<file path="src/rtl/fht_pkg.sv">
// Shared constants and saturation-limit helpers for the FHT butterfly pipeline.
package fht_pkg;

    localparam int FHT_LATENCY       = 3;
    localparam int FHT_W_BIT_DEFAULT = 12;

    function automatic longint fht_unity(input int w_bit);
        return longint'(1) <<< (w_bit - 2);
    endfunction

    function automatic longint fht_sat_max(input int width);
        return (longint'(1) <<< (width - 1)) - 1;
    endfunction

    function automatic longint fht_sat_min(input int width);
        return -(longint'(1) <<< (width - 1));
    endfunction

    localparam longint FHT_UNITY_DEFAULT = fht_unity(FHT_W_BIT_DEFAULT);

endpackage

</file>
<file path="src/rtl/fht_round_sat.sv">
// Arithmetic right shift by SHIFT with round-half-away-from-zero (when i_en),
// followed by saturation to OUT_W signed bits.
module fht_round_sat
    import fht_pkg::*;
#(
    parameter int IN_W  = 30,
    parameter int OUT_W = 18,
    parameter int SHIFT = 10
) (
    input  logic                    i_en,
    input  logic signed [IN_W-1:0]  i_data,
    output logic signed [OUT_W-1:0] o_data,
    output logic                    o_sat
);

    localparam int                     EXT_W = IN_W + 1;
    localparam longint                 MAX_L = fht_sat_max(OUT_W);
    localparam longint                 MIN_L = fht_sat_min(OUT_W);
    localparam logic signed [OUT_W-1:0] MAX_O = OUT_W'(MAX_L);
    localparam logic signed [OUT_W-1:0] MIN_O = OUT_W'(MIN_L);

    logic signed [EXT_W-1:0] w_ext;
    logic signed [EXT_W-1:0] w_bias;
    logic signed [EXT_W-1:0] w_shifted;
    logic signed [63:0]      w_wide;

    assign w_ext = EXT_W'(i_data);

    // Negative values use a bias one smaller so the floor shift rounds away from zero.
    generate
        if (SHIFT > 0) begin : g_bias
            assign w_bias = i_data[IN_W-1] ? EXT_W'((longint'(1) <<< (SHIFT - 1)) - 1)
                                           : EXT_W'(longint'(1) <<< (SHIFT - 1));
        end else begin : g_nobias
            assign w_bias = '0;
        end
    endgenerate

    always_comb begin
        w_shifted = w_ext;
        if (i_en) begin
            w_shifted = (w_ext + w_bias) >>> SHIFT;
        end
    end

    assign w_wide = 64'(w_shifted);

    always_comb begin
        o_data = w_shifted[OUT_W-1:0];
        o_sat  = 1'b0;
        if (w_wide > MAX_L) begin
            o_data = MAX_O;
            o_sat  = 1'b1;
        end else if (w_wide < MIN_L) begin
            o_data = MIN_O;
            o_sat  = 1'b1;
        end
    end

endmodule

</file>
<file path="src/rtl/fht_but_pipe.sv">
// Three-stage FHT butterfly: twiddle product, rounded M, then scaled or
// saturated sum/difference with a sticky overflow flag and event counter.
module fht_but_pipe
    import fht_pkg::*;
#(
    parameter int D_BIT   = 17,
    parameter int W_BIT   = 12,
    parameter int CNT_BIT = 8
) (
    input  logic                      iCLK,
    input  logic                      iRESET,
    input  logic                      iVALID,
    input  logic                      iBYPASS,
    input  logic                      iSCALE,
    input  logic signed [D_BIT-1:0]   iX_0,
    input  logic signed [D_BIT-1:0]   iX_1,
    input  logic signed [D_BIT-1:0]   iX_2,
    input  logic signed [W_BIT-1:0]   iSIN,
    input  logic signed [W_BIT-1:0]   iCOS,
    input  logic                      iCLR_OVF,
    output logic                      oVALID,
    output logic signed [D_BIT-1:0]   oY_0,
    output logic signed [D_BIT-1:0]   oY_1,
    output logic                      oOVF,
    output logic [CNT_BIT-1:0]        oOVF_CNT
);

    localparam int P_BIT = D_BIT + W_BIT + 1;
    localparam int M_BIT = D_BIT + 1;
    localparam int S_BIT = D_BIT + 2;
    localparam logic signed [P_BIT-1:0] UNITY   = P_BIT'(fht_unity(W_BIT));
    localparam logic [CNT_BIT-1:0]      CNT_MAX = '1;

    logic signed [P_BIT-1:0] w_p;
    logic signed [M_BIT-1:0] w_m;
    logic                    w_m_sat;
    logic signed [S_BIT-1:0] w_s;
    logic signed [S_BIT-1:0] w_d;
    logic signed [D_BIT-1:0] w_y0;
    logic signed [D_BIT-1:0] w_y1;
    logic                    w_y0_sat;
    logic                    w_y1_sat;
    logic                    w_res_sat;

    logic                    r_v1;
    logic                    r_scale1;
    logic signed [P_BIT-1:0] r_p1;
    logic signed [D_BIT-1:0] r_x0_1;

    logic                    r_v2;
    logic                    r_scale2;
    logic                    r_msat2;
    logic signed [M_BIT-1:0] r_m2;
    logic signed [D_BIT-1:0] r_x0_2;

    // Bypass scales X1 by unity so the product rounder returns X1 exactly.
    always_comb begin
        w_p = P_BIT'(iX_1) * UNITY;
        if (!iBYPASS) begin
            w_p = P_BIT'(iX_1) * P_BIT'(iCOS) + P_BIT'(iX_2) * P_BIT'(iSIN);
        end
    end

    always_ff @(posedge iCLK or posedge iRESET) begin
        if (iRESET) begin
            r_v1     <= 1'b0;
            r_scale1 <= 1'b0;
            r_p1     <= '0;
            r_x0_1   <= '0;
        end else begin
            r_v1     <= iVALID;
            r_scale1 <= iSCALE;
            r_p1     <= w_p;
            r_x0_1   <= iX_0;
        end
    end

    fht_round_sat #(.IN_W(P_BIT), .OUT_W(M_BIT), .SHIFT(W_BIT - 2)) u_round_prod (
        .i_en   (1'b1),
        .i_data (r_p1),
        .o_data (w_m),
        .o_sat  (w_m_sat)
    );

    always_ff @(posedge iCLK or posedge iRESET) begin
        if (iRESET) begin
            r_v2     <= 1'b0;
            r_scale2 <= 1'b0;
            r_msat2  <= 1'b0;
            r_m2     <= '0;
            r_x0_2   <= '0;
        end else begin
            r_v2     <= r_v1;
            r_scale2 <= r_scale1;
            r_msat2  <= w_m_sat;
            r_m2     <= w_m;
            r_x0_2   <= r_x0_1;
        end
    end

    assign w_s = S_BIT'(r_x0_2) + S_BIT'(r_m2);
    assign w_d = S_BIT'(r_x0_2) - S_BIT'(r_m2);

    fht_round_sat #(.IN_W(S_BIT), .OUT_W(D_BIT), .SHIFT(1)) u_round_sum (
        .i_en   (r_scale2),
        .i_data (w_s),
        .o_data (w_y0),
        .o_sat  (w_y0_sat)
    );

    fht_round_sat #(.IN_W(S_BIT), .OUT_W(D_BIT), .SHIFT(1)) u_round_diff (
        .i_en   (r_scale2),
        .i_data (w_d),
        .o_data (w_y1),
        .o_sat  (w_y1_sat)
    );

    // An out-of-range twiddle product is reported as a saturated result too.
    assign w_res_sat = r_msat2 | w_y0_sat | w_y1_sat;

    always_ff @(posedge iCLK or posedge iRESET) begin
        if (iRESET) begin
            oVALID <= 1'b0;
            oY_0   <= '0;
            oY_1   <= '0;
        end else begin
            oVALID <= r_v2;
            if (r_v2) begin
                oY_0 <= w_y0;
                oY_1 <= w_y1;
            end
        end
    end

    always_ff @(posedge iCLK or posedge iRESET) begin
        if (iRESET) begin
            oOVF     <= 1'b0;
            oOVF_CNT <= '0;
        end else if (iCLR_OVF) begin
            oOVF     <= 1'b0;
            oOVF_CNT <= '0;
        end else if (r_v2 && w_res_sat) begin
            oOVF <= 1'b1;
            if (oOVF_CNT != CNT_MAX) begin
                oOVF_CNT <= oOVF_CNT + 1'b1;
            end
        end
    end

endmodule

</file>
<file path="config.mk">
export PLATFORM = sky130hd
export DESIGN_NAME = fht_but_pipe
export DESIGN_NICKNAME = d
export VERILOG_FILES = /design/src/rtl/fht_pkg.sv /design/src/rtl/fht_round_sat.sv /design/src/rtl/fht_but_pipe.sv
export SDC_FILE = /design/constraint.sdc
export NUM_CORES = 1
export LEC_CHECK = 0
export ABC_AREA = 1
export BUFFER_PORTS_ARGS = -buffer_cell sky130_fd_sc_hd__buf_2
export CAP_MARGIN = 20
export CELL_PAD_IN_SITES_DETAIL_PLACEMENT = 1
export CELL_PAD_IN_SITES_GLOBAL_PLACEMENT = 1
export CORE_MARGIN = 4
export CORE_UTILIZATION = 44
export DETAILED_ROUTE_END_ITERATION = 10
export PLACE_DENSITY = 0.87
export SYNTH_ARGS = -nofsm -noshare
export SYNTH_HDL_FRONTEND = slang
export SYNTH_SLANG_ARGS = --single-unit
</file>
<file path="constraint.sdc">
create_clock -name iCLK -period 4.4 [get_ports iCLK]
set_input_delay 0.88 -clock iCLK [delete_from_list [all_inputs] [get_ports iCLK]]
set_output_delay 0.88 -clock iCLK [all_outputs]
set_load 0.05 [all_outputs]
</file>
==> summary.txt, run 1 <==
Floorplanning
  – Rows: 85
  – Die area: slightly below 60000 µm²
  – Starting Density: 0.448
  – Die H: approximately 240 µm
  – Num ports: roughly 130
  – Die width: 243 µm
  – Core footprint: approximately 54000 µm²

CTS
  – Clock Tree Buf Depth: 2
  – Worst-Skew Late Latency: around 0.48 ns
  – Clock transition at path regs: ~0.060 ns
  – Htree depth: 4
  – Clk root buf: clkbuf_16
  – CTS tree: built
  – Clock Sinks: approximately 130
  – Clock buffer count from CTS: 17

Timing
  – Final worst-path cycle share: 1.78
  – Max Slew Vio Count: 0
  – F_max: around 130 MHz
  – Worst Setup Slack, final: -3.45 ns
  – Worst-Margin Slew: 1.41 ns
  – Minimum clock period: around 8 ns
  – Worst Clk Skew: between 0.02 and 0.03 ns
  – Setup violations, final: 71
  – Worst slew margin: 0.0510
  – Final Hold Vio Count: 0
  – RSZ-0062 raised after global routing: true
  – Setup TNS: -74.22 ns

Layout
  – Share of layout cells above drive strength 1: 0.292
  – NumNets Final: between 4000 and 5000
  – Area grow syn2layout: 27.7%

Routing
  – Via/cell ratio: 6.50
  – Initial DRC count: between 3000 and 4000
  – Post-route DRC: 0
  – Vias: about 27000
  – Detail Route Antenna Nets: 0
  – First-pass DRT Iterations: 7
  – Routed Wire Length: 141 mm
  – Post-detailed-route wirelength per cell: 33.8 µm

Global route
  – First-pass GRT wire length: between 150 and 200 mm
  – Grt total ovfl: 0
  – Vias in the first global route: between 20000 and 30000
  – Initial antenna violation count: 13
  – Largest net degree at the start of global routing: between 100 and 150
  – GRT Util Overall: 0.374

Synth
  – Mapped Avg Cell Area: approximately 8 µm²
  – Yosys warns: 0
  – Post-synthesis instance area: 24300 µm²
  – Cells after Synth: between 3000 and 4000
  – Syn Nets: around 3800
  – Unique cell type count in the Yosys netlist: 47
  – Flops & latches, synth: 131
  – Post-synthesis sequential area ratio: 0.135

Worst setup path
  – Max incr delay on CP: 1.11 ns
  – Data required, critical path: 4.68 ns
  – Crit path DAT: just over 8 ns
  – Crit. End Element: flop
  – Startpoint types: input pin
  – Most used cell, CP: fa_2
  – Slowest-stage cell, CP: fa_1
  – Worst-path fanout max: 12
  – Crit Path Class: input pin to flop
  – Critical-path cell list: buf_6 -> inv_1 -> nand2_1 -> fa_1 -> fa_1 -> inv_1 -> fa_2 -> fa_2 -> fa_2 -> fa_1 -> inv_1 -> fa_2 -> inv_2 -> ha_4 -> buf_4 -> nand2_2 -> nor2_4 -> inv_2 -> nor3_4 -> a21oi_4 -> buf_4 -> xor2_1 -> o21ai_0

Outcome
  – Failing checks: setup timing
  – Outcome: finished with violations

Placed design
  – Routability cong.: between 0.9 and 1
  – Hpwl dp: ~74 mm
  – Number of port buffers: 124
  – Pre-CTS WS: -3.17 ns

Job
  – Max-Cap Viols: 0

Min path
  – Hold Path Class: flop to flop
-- through the flow --
step                cell area, µm²   util  hold WS (ns)  instances
floorplan                    25500      -         0.331       3120
global placement             27900  0.514         0.333       4065
detailed placement           27900  0.514         0.336       4065
CTS                          29600  0.546         0.349       4122
global route                 31000  0.572         0.351       4172
finish                       31000  0.572         0.347       4179
-- layout make-up --
class                   count  area [µm²]
flip-flops and latches    131        3280
repair buffers            439        3730
diodes                      9        22.5
fillers                  6413       23200
multi-input cells        2031       19300
clock inverters            12         155
clock buffers              20         457
inverters                 841        3190
well taps                 696         871
-- timing repair --
action	CTS	global route
gates cloned	2	1
setup buffers	23	55
pin swaps	122	142
hold buffers	0	0
endpoints found under the setup margin	46	67
resized for setup	273	285
-- synthesized netlist by cell type (all sizes together) --
master	instances	area, µm²
a2111oi	1	15.0
a211oi	2	15.0
a21o	9	67.6
a21oi	109	561
a31o	1	8.76
a31oi	6	37.5
and2	4	25.0
buf	19	169
clkbuf	98	368
clkinv	1	3.75
dfrtp	131	3280
fa	435	8710
ha	146	1830
inv	840	3150
nand2	812	3190
nand3	108	581
nand3b	3	35.0
nand4	28	188
nor2	170	756
nor3	11	55.1
nor3b	3	27.5
nor4	6	52.6
o211ai	13	97.6
o21a	1	7.51
o21ai	76	380
o21bai	5	37.5
o221ai	1	8.76
o22ai	4	25.0
o31ai	8	60.1
or2	16	100
xnor2	25	226
xor2	28	245
-- routing by layer --
metal / global-route usage / wire length (µm)
met5: 0 / 290
met4: 0.318 / 18800
met3: 0.113 / 20800
met2: 0.608 / 59200
met1: 0.397 / 42000
-- cell families after synthesis --
| family | count (synthesis) | synth area share |
|---|---|---|
| buffers and inverters | 958 | 0.152 |
| XOR/XNOR | 53 | 0.0194 |
| AND/OR/NAND/NOR | 1161 | 0.206 |
| AO/OA/AOI/OAI | 236 | 0.0544 |
| flip-flops | 131 | 0.135 |
| adder cells (fa/ha/maj) | 581 | 0.433 |
-- state kept, by name, summed over array words and instances, names as in the netlist, 8 cells and up --
register / cells
oY_0: 17
oOVF_CNT: 8
r_m2: 18
r_x0_2: 17
r_p1: 30
r_x0_1: 17
oY_1: 17
-- critical path: cells and delay by family --
| kind | cells | cell delay, ns |
|---|---|---|
| AO/OA/AOI/OAI | 2 | 0.70 |
| buffers and inverters | 8 | 0.98 |
| AND/OR/NAND/NOR | 4 | 0.64 |
| XOR/XNOR | 1 | 0.14 |
| adder cells (fa/ha/maj) | 8 | 4.75 |
-- worst paths after layout --
kind | slack (ns) | endpoint | from | cells past startpoint
max in group asynchronous | 3.19 | r_x0_2[7]$_DFF_PP0_ | iRESET | 3
worst min-delay path | 0.35 | r_x0_2[0]$_DFF_PP0_ | r_x0_1[0]$_DFF_PP0_ | 0
worst min register to register | 0.35 | r_x0_2[0]$_DFF_PP0_ | r_x0_1[0]$_DFF_PP0_ | 0
worst max-delay path | -3.45 | r_p1[17]$_DFF_PP0_ | iX_1[4] | 23
worst max register to register | -0.35 | r_m2[10]$_DFF_PP0_ | r_p1[29]$_DFF_PP0_ | 12
min in group asynchronous | 0.46 | r_x0_1[12]$_DFF_PP0_ | iRESET | 2
-- placed cells by master (no fill, tap or decap), drive strengths merged, types with 13 or more instances in the layout --
cell type | Yosys | routed
fa | 435 | 435
or2 | 16 | 16
ha | 146 | 146
xor2 | 28 | 28
inv | 840 | 839
nand2 | 812 | 812
nor2 | 170 | 170
nand3 | 108 | 108
buf | 19 | 433
dfrtp | 131 | 131
nand4 | 28 | 28
a21oi | 109 | 109
xnor2 | 25 | 25
o21ai | 76 | 76
o211ai | 13 | 13
clkbuf | 98 | 26
Power of run 1 is not shown: default switching activity piles up to over one toggle a cycle in this logic, so the estimate is an artifact.
==> inputs of run 2 (changes only) <==
--- a/config.mk
+++ b/config.mk
@@ -11,9 +11,9 @@
 export CELL_PAD_IN_SITES_DETAIL_PLACEMENT = 1
 export CELL_PAD_IN_SITES_GLOBAL_PLACEMENT = 1
 export CORE_MARGIN = 4
-export CORE_UTILIZATION = 44
+export CORE_UTILIZATION = 48
 export DETAILED_ROUTE_END_ITERATION = 10
-export PLACE_DENSITY = 0.87
+export PLACE_DENSITY = 0.9
 export SYNTH_ARGS = -nofsm -noshare
 export SYNTH_HDL_FRONTEND = slang
 export SYNTH_SLANG_ARGS = --single-unit
==> constraint.sdc (replaced) <==
create_clock -name iCLK -period 7.7 [get_ports iCLK]
set_input_delay 1.54 -clock iCLK [delete_from_list [all_inputs] [get_ports iCLK]]
set_output_delay 1.54 -clock iCLK [all_outputs]
set_load 0.05 [all_outputs]
==> run 2 against run 1 <==
Effect of this change: the run still ends with setup timing left; clock skew fell by 0.015 ns; die area down 8.1%; setup slack better by 3.1 ns; flip-flop and latch count is the same; design area is 10% lower.
==> summary.txt, run 2 (synthesis gave the netlist of run 1 again) <==
Routing
  – Detail Route Antenna Nets: 0
  – Post-detailed-route wirelength per cell: around 25 µm
  – First-pass DRT Iterations: 5
  – Vias: 23300
  – Initial DRC count: roughly 2100
  – Post-route DRC: 0
  – Routed Wire Length: around 100 mm
  – Via/cell ratio: between 5 and 6

Timing
  – Worst-Margin Slew: roughly 0.93 ns
  – Worst slew margin: 0.377
  – Minimum clock period: ~8.1 ns
  – F_max: around 120 MHz
  – Max Slew Vio Count: 0
  – Final Hold Vio Count: 0
  – Setup TNS: -2.88 ns
  – Setup violations, final: 14
  – Worst Clk Skew: about 0.014 ns
  – Final worst-path cycle share: 1.05
  – Worst Setup Slack, final: -0.398 ns

Layout
  – Largest regs: r_p1: 30 flops, r_m2: 18 flops
  – Commonest cells after routing, fill and taps aside: inv_1, nand2_1, fa_1
  – Register name with the most flops: r_p1
  – Diodes inserted: 0
  – Max FFs per register: 30
  – NumNets Final: 3980
  – Fill cells: 6197
  – Area of the multi-input gates: between 15000 and 20000 µm²
  – Share of layout cells above drive strength 1: 0.163
  – Most common cell after layout, fill and taps aside: inv_1
  – Area grow syn2layout: 14.3%
  – Storage element area: approximately 3300 µm²

Worst setup path
  – Crit path DAT: 8.45 ns
  – Worst R2R Setup Slack: roughly 2.3 ns
  – Reg2Reg Depth: 35
  – Crit. Startpoint: iX_1[11]
  – Data required, critical path: approximately 8.1 ns
  – Crit. End Element: flop
  – Crit Path Class: input pin to flop
  – Reg2reg start: r_m2[9]$_DFF_PP0_
  – Startpoint types: input pin
  – Worst Setup EP: r_p1[23]$_DFF_PP0_
  – R2R Path End: oOVF_CNT[1]$_DFFE_PP0P_
  – Worst-path fanout max: 7

Outcome
  – Outcome: finished with violations
  – Failing checks: setup timing

Global route
  – Largest net degree at the start of global routing: approximately 70
  – Initial antenna violation count: 1
  – Grt total ovfl: 0
  – GRT Util Overall: 0.324
  – First-pass GRT wire length: about 140 mm
  – Vias in the first global route: roughly 26000

CTS
  – Clock transition at path regs: around 0.070 ns
  – Clock Sinks: around 130
  – Clk root buf: clkbuf_16
  – Worst-Skew Late Latency: between 0.4 and 0.5 ns
  – Hold_buf cts: 0
  – Htree depth: 4
  – Clock Tree Buf Depth: 2
  – CTS tree: built
  – Clock buffer count from CTS: 17

Floorplanning
  – Die H: around 230 µm
  – Starting Density: 0.486
  – Num ports: around 130
  – Die area: 54300 µm²
  – Rows: 82
  – Die width: 233 µm
  – Core footprint: between 50000 and 60000 µm²

Placed design
  – Hpwl dp: 73.6 mm
  – Pre-CTS WS: -0.749 ns
  – Number of port buffers: 124
  – Routability cong.: approximately 0.96

Min path
  – Hold Path Class: flop to flop

Job
  – Max-Cap Viols: 0
run 2: worst min path at each step:
stage                               from              endpoint  slack (ns)  cells past startpoint
floorplan             r_scale1$_DFF_PP0_    r_scale2$_DFF_PP0_        0.33                      0
global placement          r_v1$_DFF_PP0_        r_v2$_DFF_PP0_        0.33                      0
detailed placement  r_x0_1[12]$_DFF_PP0_  r_x0_2[12]$_DFF_PP0_        0.34                      0
CTS                 r_x0_1[12]$_DFF_PP0_  r_x0_2[12]$_DFF_PP0_        0.35                      0
global route        r_x0_1[12]$_DFF_PP0_  r_x0_2[12]$_DFF_PP0_        0.36                      0
finish               r_x0_1[3]$_DFF_PP0_   r_x0_2[3]$_DFF_PP0_        0.35                      0
run 2: metrics by stage:
step	instance area, µm²	hold WS [ns]	instances	util
after floorplan	24300	0.331	3120	-
after detailed placement	26600	0.339	3961	0.531
after global placement	26600	0.333	3961	0.531
after global routing	27800	0.359	4003	0.555
after CTS	27200	0.351	3993	0.543
final	27800	0.348	4003	0.555
run 2: layout make-up:
cell class | count | area share
Sequential cell | 131 | 0.118
Clock buffer | 20 | 0.0168
Multi-Input combinational cell | 2031 | 0.637
Clock inverter | 12 | 0.00387
Timing Repair Buffer | 296 | 0.0798
Inverter | 841 | 0.114
Tap cell | 672 | 0.0303
run 2: repair_timing:
item	CTS	global route
buffers inserted	0	10
gates resized for setup	16	160
cloned	0	0
endpoints found under the setup margin	11	15
pin swaps	0	77
run 2: routing by layer:
metal / track usage / wire length, µm / up-vias
met4: 0.201 / 9580 / 2
met5: 0 / 8 / -
li1: - / - / 9451
met2: 0.557 / 47200 / 1509
met3: 0.0607 / 9280 / 686
met1: 0.373 / 34000 / 11600
run 2: worst max-delay path: stages:
cell     delay (ns)
buf_4          0.16
buf_12         0.15
nand2_1        0.08
inv_1          0.08
fa_1           0.57
inv_1          0.07
fa_1           0.52
fa_1           0.59
fa_2           0.73
inv_2          0.07
fa_2           0.48
fa_1           0.50
inv_1          0.05
fa_1           0.53
inv_1          0.09
ha_4           0.23
a21oi_1        0.20
inv_1          0.12
a31oi_1        0.35
nand2_1        0.11
a21oi_1        0.32
o21ai_2        0.13
a21o_1         0.22
a21oi_1        0.24
o21ai_0        0.18
o21ai_0        0.12
Power of run 2 is left out for the same reason.
